$ cat src/rtl/moving_avg_filter.sv
// moving_avg_filter: multi-channel boxcar (moving-average) filter over a
// power-of-two window. The window is preloaded with the first sample after
// reset or flush, and outputs are rounded half up and registered.
// Optional build macro MOVING_AVG_CHANGE_ONLY_EN rejects RUN-state samples
// that exactly repeat the last accepted vector.
module moving_avg_filter #(
    parameter int unsigned WIDTH      = 10,
    parameter int unsigned LOG2_DEPTH = 2,
    parameter int unsigned CHANNELS   = 2
) (
    input  logic                      clk,
    input  logic                      reset,
    input  logic                      in_valid,
    input  logic [CHANNELS*WIDTH-1:0] in_data,
    input  logic                      flush,
    output logic                      out_valid,
    output logic [CHANNELS*WIDTH-1:0] out_data,
    output logic                      primed
);

    localparam int unsigned DEPTH  = 1 << LOG2_DEPTH;
    localparam int unsigned SUM_W  = WIDTH + LOG2_DEPTH;
    localparam int unsigned FILL_W = LOG2_DEPTH + 1;
    localparam int unsigned VEC_W  = CHANNELS * WIDTH;

    typedef enum logic {
        ST_EMPTY = 1'b0,
        ST_RUN   = 1'b1
    } state_t;

    state_t                  state_q;
    logic [LOG2_DEPTH-1:0]   ptr_q,  ptr_d;
    logic [FILL_W-1:0]       fill_q, fill_d;
    logic [SUM_W-1:0]        sum_q   [CHANNELS];
    logic [SUM_W-1:0]        sum_d   [CHANNELS];
    logic [SUM_W-1:0]        round_c [CHANNELS];
    logic [WIDTH-1:0]        taps_q  [CHANNELS][DEPTH];
    logic [VEC_W-1:0]        out_data_q, out_data_d;
    logic                    out_valid_q;
    logic                    primed_q;
    logic                    accept_c;

`ifdef MOVING_AVG_CHANGE_ONLY_EN
    logic [VEC_W-1:0]        last_q;

    // Accept unless flushed, or a RUN-state sample repeats the last accepted vector.
    always_comb begin
        accept_c = in_valid & ~flush;
        if ((state_q == ST_RUN) && (in_data == last_q)) begin
            accept_c = 1'b0;
        end
    end
`else
    // Every valid sample is accepted unless a flush is requested.
    always_comb begin
        accept_c = in_valid & ~flush;
    end
`endif

    // Post-update running sums, rounded averages, pointer and fill count.
    always_comb begin
        out_data_d = out_data_q;
        ptr_d      = ptr_q;
        fill_d     = fill_q;
        for (int k = 0; k < CHANNELS; k++) begin
            sum_d[k]   = sum_q[k];
            round_c[k] = '0;
        end

        for (int k = 0; k < CHANNELS; k++) begin
            if (state_q == ST_EMPTY) begin
                sum_d[k] = SUM_W'(in_data[k*WIDTH +: WIDTH]) << LOG2_DEPTH;
            end else begin
                // Intermediate wrap is harmless: the true result always fits SUM_W.
                sum_d[k] = sum_q[k] + SUM_W'(in_data[k*WIDTH +: WIDTH])
                         - SUM_W'(taps_q[k][ptr_q]);
            end
            round_c[k] = sum_d[k] + SUM_W'(DEPTH / 2);
            out_data_d[k*WIDTH +: WIDTH] = WIDTH'(round_c[k] >> LOG2_DEPTH);
        end

        if (state_q == ST_EMPTY) begin
            ptr_d  = '0;
            fill_d = FILL_W'(1);
        end else begin
            ptr_d = ptr_q + LOG2_DEPTH'(1);
            if (fill_q != FILL_W'(DEPTH)) begin
                fill_d = fill_q + FILL_W'(1);
            end
        end
    end

    // State, window storage and registered outputs.
    always_ff @(posedge clk or posedge reset) begin
        if (reset) begin
            state_q     <= ST_EMPTY;
            ptr_q       <= '0;
            fill_q      <= '0;
            out_data_q  <= '0;
            out_valid_q <= 1'b0;
            primed_q    <= 1'b0;
            for (int k = 0; k < CHANNELS; k++) begin
                sum_q[k] <= '0;
                for (int d = 0; d < DEPTH; d++) begin
                    taps_q[k][d] <= '0;
                end
            end
`ifdef MOVING_AVG_CHANGE_ONLY_EN
            last_q      <= '0;
`endif
        end else if (flush) begin
            state_q     <= ST_EMPTY;
            fill_q      <= '0;
            primed_q    <= 1'b0;
            out_valid_q <= 1'b0;
`ifdef MOVING_AVG_CHANGE_ONLY_EN
            last_q      <= '0;
`endif
        end else begin
            out_valid_q <= accept_c;
            if (accept_c) begin
                state_q    <= ST_RUN;
                ptr_q      <= ptr_d;
                fill_q     <= fill_d;
                primed_q   <= (fill_d == FILL_W'(DEPTH));
                out_data_q <= out_data_d;
                for (int k = 0; k < CHANNELS; k++) begin
                    sum_q[k] <= sum_d[k];
                    if (state_q == ST_EMPTY) begin
                        for (int d = 0; d < DEPTH; d++) begin
                            taps_q[k][d] <= in_data[k*WIDTH +: WIDTH];
                        end
                    end else begin
                        taps_q[k][ptr_q] <= in_data[k*WIDTH +: WIDTH];
                    end
                end
`ifdef MOVING_AVG_CHANGE_ONLY_EN
                last_q <= in_data;
`endif
            end
        end
    end

    assign out_valid = out_valid_q;
    assign out_data  = out_data_q;
    assign primed    = primed_q;

endmodule
$ cat config.mk
export PLATFORM = sky130hd
export DESIGN_NAME = moving_avg_filter
export DESIGN_NICKNAME = d
export VERILOG_FILES = /design/src/rtl/moving_avg_filter.sv
export SDC_FILE = /design/constraint.sdc
export NUM_CORES = 1
export LEC_CHECK = 0
export ABC_AREA = 0
export BUFFER_PORTS_ARGS = -buffer_cell sky130_fd_sc_hd__buf_2
export CORE_MARGIN = 2
export CORE_UTILIZATION = 62
export CTS_CLUSTER_DIAMETER = 30
export DETAILED_ROUTE_END_ITERATION = 12
export HOLD_SLACK_MARGIN = 0.1
export PLACE_DENSITY = 0.9
export SYNTH_ARGS = -nofsm -noshare
export SYNTH_HDL_FRONTEND = slang
export SYNTH_SLANG_ARGS = --single-unit
export TNS_END_PERCENT = 50
$ cat constraint.sdc
create_clock -name clk -period 5.3 [get_ports clk]
set_clock_uncertainty 0.1 [all_clocks]
set_input_delay 0.53 -clock clk [delete_from_list [all_inputs] [get_ports clk]]
set_output_delay 0.53 -clock clk [all_outputs]
set_load 0.01 [all_outputs]
==> metrics.txt <==
Routed Antenna Nets=0; Diodes inserted=0; Inst Count DP=938; register area share after synthesis=41.3%; CP Class=reg2reg; EDFF count, synth=0; number of global-route vias before repair=5,942; # resized after CTS=0; Clock Path Buffers=2; Core Region=12,600 um2; filler cell count=894; status=complete, no violations; cells after synthesis=750; first-pass GRT wire length=29,400 um; CTS Buf Count=17; Synth top area share=41.3%; Max-Slew Margin vs Limit=20.9%; DR vias=5,808; Die Y=118 um; CTS tree=yes; Yosys Warn Count=0; non-filler cells in the finished layout=970; largest area contributor in the netlist=dfrtp_1; Async S/R FF share, synth=100%; worst setup margin=0.514 ns; post-synth cell types=66; Nets=861; DRT Wirelength=17,100 um; final hold vios=0; worst vdd ir=0.000380 V; Std-Cell Rows=41; Die X=118 um; grt total ovfl=0; Reg2Reg Depth=15; Synth Cell Area=8010 um2; DPL Wire Length=11,600 um; period utilization=90.3%; vias per cell=5.99; Main synth FF type=dfrtp_1; commonest cells after routing, fill and taps aside=dfrtp_1, inv_1, mux2_2, nand2_1; Hold WC Path Type=in2async; Worst Tran Pin Value=1.19 ns; startpoint type of the worst setup path=flop; critical path required time=5.48 ns; Placer Congestion=0.876; 1st-pass router iterations=8; fin. max-slew vios=0; cts-stage hold buffer count=0; top cells by area, synth=dfrtp_1, mux2_2, mux4_2; TNS Setup=0 ns; CP Max Fanout=7; Seq cells post-synth=132; Starting DRT DRC Count=620; PD cells=603 nW/um2; syn avg cell area=10.7 um2; fin crit period=4.79 ns; IO Count=46; # DRC=0; most common library cell in the layout ignoring fill and taps=dfrtp_1; initial antenna violation count=0; Leakage=4.09 nW; CTS Sinks=132; proportion of layout cells with a drive suffix above 1=25.2%; RSZ-0062 raised after global routing=no; Worst EP arrival=4.96 ns; Initial Util=63.4%; number of setup violations in the final report=0; die area=13,800 um2; Post-Place Setup Slack=0.637 ns; post-CTS setup buffer count=0; Fmax=209 MHz; Max Cap Viol=0; GRT Resource Usage Total=26.6%; largest net degree at the start of global routing=82; Power Total=5.40 mW; Worst-path clk slew=0.06 ns; clock root buffer=clkbuf_16; H-tree depth=4; Synth-to-Final Area Change=11.8%; hold slack=0.140 ns; Mapped Nets=826; Skew-Pair Late Insertion Delay=0.42 ns; WL/cell=17.6 um; CP endpoint kind=flop; # port buffers=45
[registers in the layout (all words and copies together) (netlist names)]
| register | flops |
|---|---|
| state_q | 1 |
| primed | 1 |
| out_valid | 1 |
| taps_q | 80 |
| ptr_q | 2 |
| sum_q | 24 |
| fill_q | 3 |
| out_data | 20 |
[report_power, final]
part	switching, mW	internal (mW)	total [mW]
Combinational	1.60	1.18	2.77
Clock	0.426	0.759	1.18
Sequential	0.154	1.29	1.44
[Yosys cell counts (4+ instances only)]
library cell and n:
xnor2_1 6, mux4_2 20, a21oi_1 7, or3_1 8, nor2_1 37, nand3b_1 8, nor4b_1 5, o21ai_1 8
nor4_1 6, o21a_1 9, clkbuf_1 27, inv_1 95, nor2b_1 5, xor2_1 15, buf_1 4, a211oi_1 6
fa_1 20, o2111ai_1 5, nor3_1 11, and3_1 4, ha_1 32, nand2b_1 7, dfrtp_1 132, nand2_1 71
o31ai_1 4, nand3_1 8, o21ai_0 45, or2_2 4, mux2_2 82
[final timing paths]
path                              start            to  slack (ns)
setup / recovery               ptr_q[0]  out_data[18]        0.51
hold reg to reg            out_data[12]  out_data[12]        0.37
hold / removal                    reset    taps_q[43]        0.14
min in group clk                  flush     fill_q[1]        0.22
setup reg to reg               ptr_q[0]  out_data[18]        0.51
max in group asynchronous         reset    taps_q[79]        3.81
[per-stage QoR]
| step | utilization [%] | area (um2) |
|---|---|---|
| after floorplan | - | 8010 |
| after global placement | 66.2 | 8350 |
| after detailed placement | 66.2 | 8350 |
| after CTS | 70.9 | 8950 |
| after global routing | 70.9 | 8950 |
| final | 70.9 | 8950 |
[routing by layer]
| layer | global-route usage, % | vias to the layer above | share of wire (%) |
|---|---|---|---|
| li1 | - | 2685 | - |
| met1 | 35.0 | 2880 | 43 |
| met2 | 43.3 | 202 | 49 |
| met3 | 6.59 | 41 | 5.0 |
| met4 | 9.19 | 0 | 2.3 |
| met5 | 0 | - | 0 |
[cells by family after synthesis]
logic type | synth area share (%)
AOI/OAI and AO/OA | 11.0
muxes | 17.2
xor gates and xnor gates | 2.30
adders and majority gates | 10.0
and+or+nand+nor | 11.9
DFF | 41.3
buffers and inverters | 6.31
[area by class of cell]
cell class                 count  area [um2]  area share, %
timing repair buffer          51         270           3.02
tap                          172         215           2.40
multi-input combinational    487        4200           46.9
clock inverter                10         130           1.45
inverter                      96         365           4.08
sequential                   132        3300           36.9
clock buffer                  22         464           5.19
[critical path: stages, from the launching register on]
cell and delay (ns):
dfrtp_1 0.56, buf_4 0.26, mux4_2 0.51, ha_1 0.29, inv_1 0.06, ha_1 0.25, inv_1 0.09, fa_1 0.41
nor2b_1 0.27, o2111ai_1 0.15, nor3b_1 0.25, nor4_1 0.54, o21ai_1 0.24, nor4_1 0.41, xor2_1 0.18, o21ai_1 0.07
No activity file was read; power rests on OpenSTA's default activity.
